--- config.mk ---
export PLATFORM = sky130hd
export DESIGN_NAME = accum_decim
export DESIGN_NICKNAME = d
export VERILOG_FILES = /design/src/rtl/accum_decim_pkg.sv /design/src/rtl/dti_out_reg.sv /design/src/rtl/accum_decim.sv
export SDC_FILE = /design/constraint.sdc
export NUM_CORES = 1
export LEC_CHECK = 0
export BUFFER_PORTS_ARGS = -buffer_cell sky130_fd_sc_hd__buf_2
export CAP_MARGIN = 20
export CORE_MARGIN = 8
export CORE_UTILIZATION = 50
export CTS_CLUSTER_DIAMETER = 60
export DETAILED_ROUTE_END_ITERATION = 6
export GPL_TIMING_DRIVEN = 0
export PLACE_DENSITY = 0.85
export RECOVER_POWER = 50
export SETUP_SLACK_MARGIN = 0.15
export SYNTH_ARGS = -nofsm -noshare
export SYNTH_HDL_FRONTEND = slang
export SYNTH_HIERARCHICAL = 1
export SYNTH_SLANG_ARGS = --single-unit
--- constraint.sdc ---
create_clock -name clk -period 2.1 [get_ports clk]
set_input_delay 0.42 -clock clk [delete_from_list [all_inputs] [get_ports clk]]
set_output_delay 0.42 -clock clk [all_outputs]
set_load 0.005 [all_outputs]
--- src/rtl/accum_decim_pkg.sv ---
// Shared helpers for the box-car accumulate-and-decimate stream block.
package accum_decim_pkg;

  localparam int unsigned EXT_MAX_W = 64;

  // Accumulator width: N = 2**log_cnt samples of din_w bits sum exactly here.
  function automatic int unsigned acc_width(input int unsigned din_w,
                                            input int unsigned log_cnt);
    return din_w + log_cnt;
  endfunction

  // Sign- or zero-extend the low din_w bits of data to EXT_MAX_W bits.
  function automatic logic [EXT_MAX_W-1:0] extend(input logic [EXT_MAX_W-1:0] data,
                                                  input int unsigned          din_w,
                                                  input bit                   is_signed);
    logic [EXT_MAX_W-1:0] mask;
    logic                 sign;
    mask = (EXT_MAX_W'(1) << din_w) - EXT_MAX_W'(1);
    sign = is_signed && ((data & (EXT_MAX_W'(1) << (din_w - 1))) != '0);
    return (data & mask) | (sign ? ~mask : '0);
  endfunction

endpackage

--- src/rtl/dti_out_reg.sv ---
// Single-slot valid/ready output register; accepts a load in the same cycle it unloads.
module dti_out_reg #(
  parameter int unsigned W = 8
) (
  input  logic         clk,
  input  logic         rst,
  input  logic         load,
  input  logic [W-1:0] load_data,
  output logic         can_load_c,
  output logic         valid,
  input  logic         ready,
  output logic [W-1:0] data
);

  // Slot is free when empty or being drained this cycle.
  assign can_load_c = !valid || ready;

  always_ff @(posedge clk) begin
    if (rst) begin
      valid <= 1'b0;
      data  <= '0;
    end else if (load) begin
      valid <= 1'b1;
      data  <= load_data;
    end else if (valid && ready) begin
      valid <= 1'b0;
    end
  end

endmodule

--- src/rtl/accum_decim.sv ---
// Sums each group of 2**LOG_CNT input samples and emits one widened result per group.
module accum_decim
  import accum_decim_pkg::*;
#(
  parameter int unsigned DIN     = 16,
  parameter int unsigned LOG_CNT = 2,
  parameter bit          SIGNED  = 1'b0
) (
  input  logic                   clk,
  input  logic                   rst,
  input  logic                   din_valid,
  output logic                   din_ready,
  input  logic [DIN-1:0]         din_data,
  output logic                   dout_valid,
  input  logic                   dout_ready,
  output logic [DIN+LOG_CNT-1:0] dout_data
);

  localparam int unsigned AW = acc_width(DIN, LOG_CNT);

  logic [AW-1:0]      acc;
  logic [AW-1:0]      ext;
  logic [AW-1:0]      sum;
  logic [LOG_CNT-1:0] cnt;
  logic               last;
  logic               accept;
  logic               can_load;

  assign ext    = AW'(extend(EXT_MAX_W'(din_data), DIN, SIGNED));
  assign sum    = acc + ext;
  assign last   = &cnt;
  // Only the group-closing sample needs room in the output slot.
  assign din_ready = !last || can_load;
  assign accept    = din_valid && din_ready;

  always_ff @(posedge clk) begin
    if (rst) begin
      acc <= '0;
      cnt <= '0;
    end else if (accept) begin
      if (last) begin
        acc <= '0;
        cnt <= '0;
      end else begin
        acc <= sum;
        cnt <= cnt + LOG_CNT'(1);
      end
    end
  end

  dti_out_reg #(
    .W (AW)
  ) u_out (
    .clk        (clk),
    .rst        (rst),
    .load       (accept && last),
    .load_data  (sum),
    .can_load_c (can_load),
    .valid      (dout_valid),
    .ready      (dout_ready),
    .data       (dout_data)
  );

endmodule

# Yosys cells after proc, flatten, opt, wreduce, memory -nomap -nowiden
# Index checks and enable logic that the tools add are counted.
# classes
add_sub_neg	2
muxes	4
n_reduce_logical	9
# ops
cell	count
18-bit by 16-bit adder with 18-bit output	1
18-bit 2-to-1 mux	1
1-bit logical AND	3
2-bit by 1-bit adder with 2-bit output (second input constant)	1
1-bit zero test	2
1-bit logical OR	2
1-bit 2-to-1 mux	2
2-bit 2-to-1 mux	1
2-bit AND reduction	1
2-bit nonzero test	1
# totals
output_inout_bits	20
input_bits	20
ff_bits	39
word_cells	19

# Depth between registers and ports, before layout
# Gate-level depths: netlist (run 1).
# depth
depth_word	6
depth_mapped	10
depth_no_buf	10

# Cells and area by module
# The synthesis (run 1) kept the hierarchy.
# by_module_without_submodules
mod	seq_area_each_um2	cells_per_inst	instances	area_per_inst_um2
accum_decim	400.4	191	1	1620.3
dti_out_reg	380.4	62	1	684.4

# Least setup slack after synthesis (run 1)
# OpenSTA, ideal clock, no wires.
# synth_path
path_type	input -> register
from	in din_data[0]
to	reg u_out.data[16]
arrival_ps	2059
setup_time_ps	117
cell_stages	10
path_slack_ps	-76
required_time_ps	1983
cell_sequence	ha_1 -> inv_1 -> fa_1 -> nor2b_1 -> o31ai_1 -> a21oi_2 -> a311o_1 -> xor2_1 -> mux2i_1 -> nor2_1
# synth_between
elab_chain_cells	1
# synth_lines
item	line	rtl
start, declared	accum_decim.sv:13	input logic [DIN-1:0] din_data,
18-bit by 16-bit adder with 18-bit output	accum_decim.sv:30	assign sum = acc + ext;
via sum[16]	accum_decim.sv:23	logic [AW-1:0] sum;
end signal, assigned	dti_out_reg.sv:24	data <= load_data;
end, declared	dti_out_reg.sv:12	output logic [W-1:0] data
# The timed path passes the listed nets, and every way through them passes these cells.
# A chain may end at the register's enable or synchronous reset.

# Worst setup path in the final report (run 1)
# layout_path
from	reg acc[12]
to	reg u_out.data[17]
# layout_between
elab_chain_cells	1
# layout_lines
item	line	rtl
start, declared	accum_decim.sv:21	logic [AW-1:0] acc;
start signal, assigned	accum_decim.sv:45	acc <= sum;
18-bit by 16-bit adder with 18-bit output	accum_decim.sv:30	
via sum[17]	accum_decim.sv:23	
# The timed path passes the listed nets, and every way through them passes these cells.

==> metrics.txt, run 1 <==
Critical Path End Type flop; Min Hold Slack 415 ps; First-pass DRT Iterations 5; hold path endpoint u_out/valid; status complete, but fails checks; multiplexer share of the synthesized area 9.12%; Setup Viol. Count Final 8; period utilization 104%; post-detail-place hpwl 4060 um; peak ir drop on the vdd network 449 uV; Synth Warn # 6; unrepaired setup endpoints after global routing yes; via/cell ratio 6.16; reg-to-reg endpoint u_out/data[17]; CTS Root Cell clkbuf_8; Synth Area in Compound Gates 23.5%; CP required 2340 ps; failing checks setup timing; post-synth top area share 33.9%; FP Rows 24; Avg WL per Cell 19.0 um; Clock Tree Buf Depth 2; worst hold path type in -> reg; GRT Total Usage 17.5%; number of global-route vias before repair 2268; fraction of registers with async set or reset after synthesis 0%; synthesis-to-layout area growth 35.6%; Worst Hold Launch dout_ready; PD cells 806 nW/um2; die area 7040 um2; kind of critical path reg -> reg; Synth cell types 49; ANT cells 0; hold path cells 3; flop2flop setup slack -80 ps; largest family of logic cells by synthesized area compound AO/OA/AOI/OAI gates; CP startpoint kind flop; number of DRC markers in iteration 0 196; Die Y-Extent 83.9 um; initial antenna violation count 0; TritonCTS buffer count 5; Clock Latency Late Sink 300 ps; final setup skew 6.91 ps; top cells by area, synth dfxtp_1, ha_1, mux2i_1, nor2_1, a21oi_1; sequential fraction of the synthesis area 33.9%; Final ANT Viol Nets 0; Via Count 2290; Syn Nets 291; worst setup margin -83.7 ps; max_cap viols 0; remaining routing DRC violations 0; layout cell share with drive strength beyond 1 34.1%; core area 4380 um2; io pins 40; TritonCTS clock tree yes; Max Freq 458 MHz; #FFs+latches synth 39; Fin Setup TNS -259 ps; Die X 83.9 um; cell taking the most area after synthesis dfxtp_1; Slew HR 61.5%; H-Tree Depth 2; Syn Std Cell Area 2300 um2; worst path arrival time 2430 ps; pin count of the biggest net entering global routing 13; Final min period 2180 ps; Pleak 1.33 nW; Initial Util 52.6%; Port Buffers 39; first-pass GRT wire length 10400 um; Final Hold Viols 0; Synth Area in Adders 10.1%; Nets 357; Synth Area in XOR/XNOR 4.94%; Post-synth EDFFs 0; clock-pin slew on the worst setup and hold paths 80 ps; GP Congestion 0.876; DRT Wirelength 7060 um; Top FF cell, synth dfxtp_1; CTS sink count 39; reg-to-reg startpoint acc[12]; Slew Limit Fails 0; Congestion Overflow GR 0; R2R cell count 9; Least-Margin Pin Slew 575 ps; simple-gate share of the synthesized area 14.4%; syn avg cell area 9.11 um2; Syn Inst Count 253; Worst Path Max Fanout 6
==> synthesized netlist by cell type, types with 2 or more instances <==
| cell type | number |
|---|---|
| a21oi_2 | 2 |
| nor2b_1 | 3 |
| o21ai_1 | 3 |
| ha_1 | 17 |
| a21oi_1 | 18 |
| nand2_1 | 14 |
| a211oi_2 | 2 |
| and3_1 | 2 |
| nand2b_1 | 2 |
| o21a_1 | 5 |
| dfxtp_1 | 39 |
| mux2i_1 | 21 |
| inv_1 | 7 |
| nor2_1 | 41 |
| a22oi_1 | 2 |
| a211o_1 | 2 |
| xor2_1 | 5 |
| nor3_2 | 2 |
| a21o_1 | 4 |
| a32o_1 | 2 |
| a22o_1 | 8 |
| o211ai_1 | 3 |
| xnor2_1 | 8 |
| a41oi_2 | 2 |
| clkbuf_1 | 3 |
| buf_2 | 4 |
| o21ai_0 | 5 |
| nor3_1 | 5 |
| nand3_1 | 2 |
==> cells in the final DEF, fill, tap and decap left out, drive strengths merged, types with 3 or more instances in the layout <==
cell    netlist  final
mux2i        21     21
ha           17     17
nor2         41     41
nor2b         3      3
o211ai        3      3
xor2          5      5
a211oi        3      3
a22o          8      8
o21a          5      5
nand2        14     14
a21oi        20     20
inv           7      7
clkbuf        4     25
nor3          7      7
a21o          4      4
xnor2         8      8
buf           6     50
o21ai         9      9
dfxtp        39     39
==> metal layers <==
metal  up-vias  GRT usage, %  share of wire, %
met5         -             0                 0
li1       1039             -                 -
met2       112          30.9                51
met4         0          8.95               1.9
met3        25          3.91               6.4
met1      1114          19.0                40
==> cell type report <==
cell class	count	area, um2
Buffer	10	83.8
Inverter	7	26.3
Tap cell	52	65.1
Timing Repair Buffer	59	350
Fill cell	323	1260
Multi-Input combinational cell	197	1690
Clock buffer	6	82.6
Clock inverter	2	35.0
Sequential cell	39	788
==> how the worst max path moves through the flow <==
stage	start	to	slack, ps
2_1_floorplan	din_data[1]	u_out/data[15]	20
3_3_place_gp	din_data[1]	u_out/data[15]	-340
3_5_place_dp	din_data[1]	u_out/data[15]	-400
4_1_cts	acc[1]	u_out/data[15]	0.7
5_1_grt	acc[1]	u_out/data[17]	-160
6_report	acc[12]	u_out/data[17]	-80
==> per-stage QoR <==
step	area (um2)	utilization [%]	setup slack [ps]	total power, mW	instances
3_5_place_dp	2610	59.4	-398	1.53	344
2_1_floorplan	2350	-	17.6	1.38	253
5_1_grt	3120	71.3	-164	2.61	372
4_1_cts	2960	67.6	0.654	2.35	364
3_3_place_gp	2610	59.4	-344	1.51	344
6_report	3120	71.3	-83.7	2.52	372
==> where the power goes <==
| group | total (mW) | internal [mW] | switching, mW | leakage (nW) |
|---|---|---|---|---|
| combinational | 1.01 | 0.462 | 0.543 | 0.952 |
| clock | 0.664 | 0.385 | 0.279 | 0.0612 |
| sequential | 0.848 | 0.800 | 0.0478 | 0.320 |
| total | 2.52 | 1.65 | 0.870 | 1.33 |
==> worst max-delay path: stages, from the launching register on <==
cell	delay, ps
dfxtp_1	320
ha_1	440
nand2_2	140
o21ai_0	440
a221o_1	260
nand2_1	80
nand2_1	140
xor2_1	160
mux2i_1	90
nor2_1	80
==> sequential cells by signal (all words and copies together), names as in the netlist <==
signal,cells
acc,18
cnt,2
u_out/data,18
u_out/valid,1
==> repair_timing <==
| item | CTS | global route |
|---|---|---|
| hold buffers | 0 | 0 |
| setup endpoints to repair | 20 | 31 |
| gates resized for setup | 29 | 29 |
| pin swaps | 20 | 15 |
| buffers inserted | 12 | 8 |
| cloned | 0 | 0 |
| hold endpoints to repair | 0 | 0 |
==> kinds of logic (layout without fill, tap and decap cells) <==
logic type,count (synthesis),in the layout
simple gates,75,75
compound gates,70,70
flops,39,39
mux,21,21
fa+ha+maj,18,18
buf+inv,17,84
xor+xnor,13,13
No activity file was read; power rests on OpenSTA's default activity.
==> run 2, diff against run 1 <==
- CORE_UTILIZATION: 50 -> 51
- PLACE_DENSITY: 0.85 -> default
- PLACE_DENSITY_LB_ADDON: default -> 0.2
- SYNTH_HIERARCHICAL: 1 -> default
==> run 2 against run 1 <==
Net effect: the run still ends with setup timing left; core utilization down 1.2 points; worst hold slack better by 37 ps; clock skew barely moved; setup slack lost 62 ps; clock power increased by 0.6%; first-iteration DRC count is 15% lower; cell count grew 8.6%; final area up 3.8%; power is 4.7% lower; critical path depth did not move; register-to-register slack worse by 60 ps; combinational power is 11% lower; critical endpoint is now u_out.data[14]; largest power group unchanged.
==> metrics.txt, run 2 <==
status complete, but fails checks; failing checks setup timing; ANT cells 0 (unchanged); Final ANT Viol Nets 0 (unchanged); initial antenna violation count 0 (unchanged); number of global-route vias before repair 2321 (+2.3%); final setup skew 7.01 ps (+0.0998 ps); number of DRC markers in iteration 0 167 (-15%); remaining routing DRC violations 0 (unchanged); Via Count 2430 (+6.1%); sequential fraction of the synthesis area 32.5% (-1.3 points); R2R cell count 9 (unchanged); post-detail-place hpwl 4650 um (+14%); worst hold path type reg -> reg; PD cells 740 nW/um2 (-8.2%); H-Tree Depth 2 (unchanged); io pins 40 (unchanged); hold path endpoint u_out.data[12]; commonest non-fill, non-tap cells in the layout dfxtp_1, buf_2, nand2_1; worst setup margin -146 ps (-62.1 ps); Comb power frac 37.3% (-2.6 points); Nets 387 (+8.4%); hold path cells 2 (-1); syn avg cell area 8.36 um2 (-8.2%); unrepaired setup endpoints after global routing yes; synthesis-to-layout area growth 35.2%; Max Freq 445 MHz (-2.8%); top cells by area, synth dfxtp_1, ha_1, a21oi_1, nand2_1, a21o_1; Critical Path End Type flop; CP required 2310 ps (-30 ps); final instance area 3240 um2 (+3.8%); post-synth top area share 32.5% (-1.3 points); reg-to-reg endpoint u_out.data[14]; worst path arrival time 2460 ps (+30 ps); Final min period 2250 ps (+62.1 ps); Syn Inst Count 287 (+13%); Die Y-Extent 84.6 um (+0.84%); die area 7160 um2 (+1.7%); most common cell after layout, fill and taps aside dfxtp_1; placed instance area 2680 um2 (+2.7%); GRT Total Usage 18.4% (+0.88 points); Die X 84.6 um (+0.84%); leading registers by flop count acc: 18 flops, u_out.data: 18 flops, cnt: 2 flops; core area 4630 um2 (+5.6%); clock power share 27.8% (+1.4 points); reg-to-reg startpoint acc[0]; Congestion Overflow GR 0 (unchanged); Switch Pwr 0.820 mW (-5.7%); Top FF cell, synth dfxtp_1; Cell Chain, Critical Path ha_4, inv_2, fa_2, and2b_2, o2111ai_4, a21oi_4, nor4_4, or3_1, a311oi_2; fraction of registers with async set or reset after synthesis 0% (unchanged); Least-Margin Pin Slew 640 ps (+65.0 ps); Syn Nets 325 (+12%); total power 2.40 mW (-4.7%); Worst Hold Launch u_out.data[12]; cell taking the most area after synthesis dfxtp_1; sequential group share of total power 34.9% (+1.2 points); kind of critical path reg -> reg; period utilization 107% (+3.0 points); Post-synth EDFFs 0 (unchanged); Clock Latency Late Sink 300 ps (about the same); internal power 1.58 mW (-4.1%); CTS Root Cell clkbuf_8; Worst path slowest cell dfxtp_2; Initial Util 51.8% (-0.73 points); Avg WL per Cell 17.9 um (-5.7%); Clock Tree Buf Depth 2 (unchanged); most common library cells after synthesis dfxtp_1, a21oi_1, nand2_1, nor2_1, ha_1; pin count of the biggest net entering global routing 13 (unchanged); Worst Path Max Fanout 4 (-2); #FFs+latches synth 39 (unchanged); Port Buffers 39 (unchanged); clock-pin slew on the worst setup and hold paths 80 ps (about the same); Net Sw Frac 34.2% (-0.39 points); GP Congestion 0.881 (+0.66%); Slew HR 57.2% (-4.3 points); max_cap viols 0 (unchanged); TritonCTS buffer count 5 (unchanged); First-pass DRT Iterations 4 (-1); FP Rows 25 (+4.2%); Final Util 70.1% (-1.2 points); Syn Std Cell Area 2400 um2 (+4.1%); TritonCTS clock tree yes; Final Hold Viols 0 (unchanged); DRT Wirelength 7230 um (+2.4%); Slew Limit Fails 0 (unchanged); peak ir drop on the vdd network 399 uV (-11%); most frequent cell after synthesis dfxtp_1; Setup Viol. Count Final 9 (+1); Max stage delay on crit path 360 ps (-80 ps); Synth cell types 53 (+8.2%); first-pass GRT wire length 10800 um (+3.4%); flop2flop setup slack -150 ps (-60 ps); Synth Warn # 0 (-6); layout cell share with drive strength beyond 1 33.4% (-0.63 points); Pleak 1.32 nW (-1.2%); via/cell ratio 6.01 (-2.3%); CP startpoint kind flop; CTS sink count 39 (unchanged)
-- run 2: changes by cell type in the layout (fill, tap and decap cells not counted), moves of 6 or more --
| cell | previous run | this run |
|---|---|---|
| nor2_1 | 39 | 18 |
| mux2i_1 | 21 | 2 |
| nand2_1 | 12 | 26 |
| a21oi_1 | 15 | 24 |
| nand3_1 | 2 | 11 |
| a21oi_2 | 2 | 9 |
| a21o_1 | 4 | 10 |
| o21ai_1 | 0 | 6 |
-- run 2: how the worst max path moves through the flow --
stage | cells after the start | startpoint | endpoint | slack (ps)
2_1_floorplan | 9 | din_data[0] | u_out.data[14] | -190
3_3_place_gp | 10 | din_data[0] | acc[16] | -470
3_5_place_dp | 10 | din_data[0] | acc[16] | -460
4_1_cts | 9 | acc[0] | acc[16] | -170
5_1_grt | 9 | acc[0] | u_out.data[14] | -260
6_report | 9 | acc[0] | u_out.data[14] | -150
-- run 2: final cells by class --
cell class	count	area (um2)
buffer	15	82.6
clock buffer	6	82.6
clock inverter	2	35.0
fill	354	1390
inverter	6	22.5
multi-input combinational	227	1850
sequential	39	783
tap	54	67.6
timing repair buffer	55	319
-- run 2: metrics by stage --
stage	cells	setup slack [ps]	hold WS, ps	TNS [ps]
after global routing	404	-258	472	-2490
after detailed placement	380	-459	443	-4100
after global placement	380	-472	441	-3840
final	404	-146	452	-826
after CTS	394	-173	444	-787
after floorplan	287	-188	429	-546
-- run 2: kinds of logic after synthesis --
group	synth area share (%)
DFF	32.5
adders and majority gates	9.70
xor gates and xnor gates	3.65
and+or+nand+nor	21.3
muxes	0.834
buffers and inverters	3.49
AOI/OAI and AO/OA	28.5
-- run 2: power groups by stage --
stage	Sequential [mW]	Combinational [mW]	Clock [mW]
finish	0.837	0.895	0.668
global route	0.841	0.970	0.704
CTS	0.826	0.671	0.669
detailed placement	0.843	0.629	0
global placement	0.841	0.620	0
floorplan	0.835	0.496	0
-- run 2: layer usage --
layer	GRT usage (%)	vias to the layer above	part of all wire (%)
met5	0	-	0
met4	6.63	0	2.4
met3	4.39	16	5.4
li1	-	1187	-
met2	31.8	72	51
met1	21.5	1155	41
-- run 2: what timing repair did --
item                       CTS  global route
cloned                       0             0
hold buffers                 0             0
gates resized for setup     20            64
pin swaps                   19            18
setup endpoints to repair   32            27
setup buffers                6            10
-- run 2: critical path, delay by kind of cell (launching register included) --
kind / cells / cell delay (ps)
AOI/OAI and AO/OA: 3 / 620
adders and majority gates: 2 / 470
DFF: 1 / 360
buffers and inverters: 1 / 30
and+or+nand+nor: 3 / 680
==> run 3, diff against run 2 <==
--- a/config.mk
+++ b/config.mk
@@ -9,5 +9,5 @@
 export CAP_MARGIN = 20
 export CORE_MARGIN = 8
-export CORE_UTILIZATION = 51
+export CORE_UTILIZATION = 33
 export CTS_CLUSTER_DIAMETER = 60
 export DETAILED_ROUTE_END_ITERATION = 6
==> constraint.sdc (replaced) <==
create_clock -name clk -period 2.1 [get_ports clk]
set_input_delay 0.42 -clock clk [delete_from_list [all_inputs] [get_ports clk]]
set_output_delay 0.42 -clock clk [all_outputs]
set_load 0.1 [all_outputs]
==> run 3 against run 2 <==
Net effect: the flow still finishes with violations (setup timing); clock-buffer cell count fell by 1; largest power group unchanged; largest cell class unchanged; setup slack got worse by 45 ps; non-clock buffer count down 2; power shrank 3.3%; global-route usage is 4.0 points lower; die area rose by 43%; sequential power decreased by 1%.
==> metrics.txt, run 3 (synthesis results as in run 2) <==
first-pass GRT wire length 11700 um (+8.2%); GP Congestion 0.810 (-8.1%); most common cell after layout, fill and taps aside dfxtp_1; peak ir drop on the vdd network 348 uV (-13%); worst hold path type in -> reg; Worst Path Max Fanout 3 (-1); Final ANT Viol Nets 0 (unchanged); via/cell ratio 5.25 (-13%); unrepaired setup endpoints after global routing yes; hold path endpoint u_out.valid; R2R cell count 9 (unchanged); Critical Path End Type flop; area occupied by multi-input gates 1770 um2 (-4.6%); Pleak 1.32 nW (+0.29%); synthesis-to-layout area growth 34.3%; commonest non-fill, non-tap cells in the layout dfxtp_1, a21oi_1, nand2_1; number of global-route vias before repair 2397 (+3.3%); Port Buffers 39 (unchanged); Avg WL per Cell 16.3 um (-9.0%); period utilization 109% (+2.1 points); Via Count 2347 (-3.4%); Slew HR 57.4% (+0.23 points); TritonCTS clock tree yes; FP Rows 31 (+24%); post-detail-place hpwl 5140 um (+11%); Max stage delay on crit path 360 ps (about the same); Clock Tree Buf Depth 2 (unchanged); Congestion Overflow GR 0 (unchanged); Nets 385 (-0.52%); TritonCTS buffer count 5 (unchanged); CP required 2290 ps (-20 ps); Worst path slowest cell dfxtp_2; CTS sink count 39 (unchanged); GRT Total Usage 14.4% (-4.0 points); DRT Wirelength 7280 um (+0.72%); Final Hold Viols 0 (unchanged); kind of critical path reg -> reg; initial antenna violation count 0 (unchanged); worst setup margin -191 ps (-45.0 ps); layout cell share with drive strength beyond 1 35.9% (+2.5 points); Filler cells 751 (+110%); Final Util 45.2% (-25 points); reg-to-reg endpoint acc[16]; remaining routing DRC violations 0 (unchanged); clock-pin slew on the worst setup and hold paths 80 ps (about the same); hold path cells 3 (+1); H-Tree Depth 2 (unchanged); max_cap viols 0 (unchanged); worst path arrival time 2480 ps (+20 ps); io pins 40 (unchanged); CP startpoint kind flop; Final min period 2290 ps (+45.0 ps); Least-Margin Pin Slew 639 ps (-1.02 ps); Cell Chain, Critical Path ha_4, inv_2, fa_2, and2b_2, o2111ai_4, a21oi_2, o211ai_1, and2_1, a221o_1; number of DRC markers in iteration 0 102 (-39%); core area 7140 um2 (+54%); Slew Limit Fails 0 (unchanged); failing checks setup timing; status complete, but fails checks; leading registers by flop count acc: 18 flops, u_out.data: 18 flops, cnt: 2 flops; die area 10300 um2 (+43%); ANT cells 0 (unchanged); final setup skew 2.31 ps (-4.70 ps); Die Y-Extent 101 um (+20%); pin count of the biggest net entering global routing 14 (+1); Worst Hold Launch dout_ready; Clock Latency Late Sink 300 ps (about the same); Initial Util 33.6% (-18 points); flop2flop setup slack -190 ps (-40 ps); First-pass DRT Iterations 4 (unchanged); Seq. cell area 787 um2 (+0.48%); reg-to-reg startpoint acc[0]; CTS Root Cell clkbuf_8; Max Freq 437 MHz (-2.0%); Min Hold Slack 448 ps (-4.23 ps); Die X 101 um (+20%); PD cells 720 nW/um2 (-2.6%); Setup Viol. Count Final 9 (unchanged)
[run 3: changes by cell type in the layout (fill, tap and decap cells not counted), moves of 3 or more]
cell,previous run,this run
clkbuf_2,5,24
clkbuf_1,18,6
buf_2,28,19
ha_2,1,6
ha_4,9,4
a21oi_1,24,27
[run 3: metal layers]
metal	vias to the layer above	track usage, %	routed length, um
li1	1181	-	-
met1	1095	18.3	3450
met2	57	23.6	3390
met3	14	3.09	321
met4	0	5.15	121
met5	-	0	0
[run 3: final cells by class]
class / instances / area share (%)
clock buffers: 5 / 2.14
repair buffers: 53 / 10.1
well taps: 99 / 3.84
inverters: 6 / 0.699
clock inverters: 3 / 1.36
flip-flops and latches: 39 / 24.4
plain buffers: 15 / 2.64
multi-input cells: 227 / 54.8
[run 3: through the flow]
step	power [mW]	worst slack, ps	setup TNS [ps]	std cells	cell area, um2
2_1_floorplan	1.37	-192	-3120	287	2460
3_3_place_gp	1.51	-504	-4190	425	2780
3_5_place_dp	1.52	-508	-4570	425	2780
4_1_cts	2.21	-224	-978	442	3020
5_1_grt	2.46	-291	-1970	447	3220
6_report	2.32	-191	-962	447	3220
[run 3: repair_timing]
action,in CTS,in global routing
hold buffers,0,0
endpoints found under the hold margin,0,0
gates resized for setup,16,49
setup buffers,9,5
setup endpoints to repair,26,26
pin swaps,13,18
[run 3: how the worst max path moves through the flow]
stage	from	endpoint	slack [ps]
after detailed placement	din_data[0]	acc[16]	-510
after global routing	acc[0]	acc[16]	-290
after global placement	din_data[0]	acc[16]	-500
after CTS	acc[0]	acc[16]	-220
after floorplan	u_out.valid	acc[17]	-190
final	acc[0]	acc[16]	-190
[run 3: power breakdown]
group | internal, mW | total (mW) | switching (mW) | leakage, nW
Clock | 0.354 | 0.654 | 0.300 | 0.0581
Sequential | 0.792 | 0.829 | 0.0365 | 0.319
Combinational | 0.350 | 0.839 | 0.489 | 0.943
[run 3: critical path, delay by kind of cell, from the launching register on]
kind | cells | cell delay, ps
buf+inv | 1 | 30
flops | 1 | 360
compound gates | 4 | 840
fa+ha+maj | 2 | 470
simple gates | 2 | 470
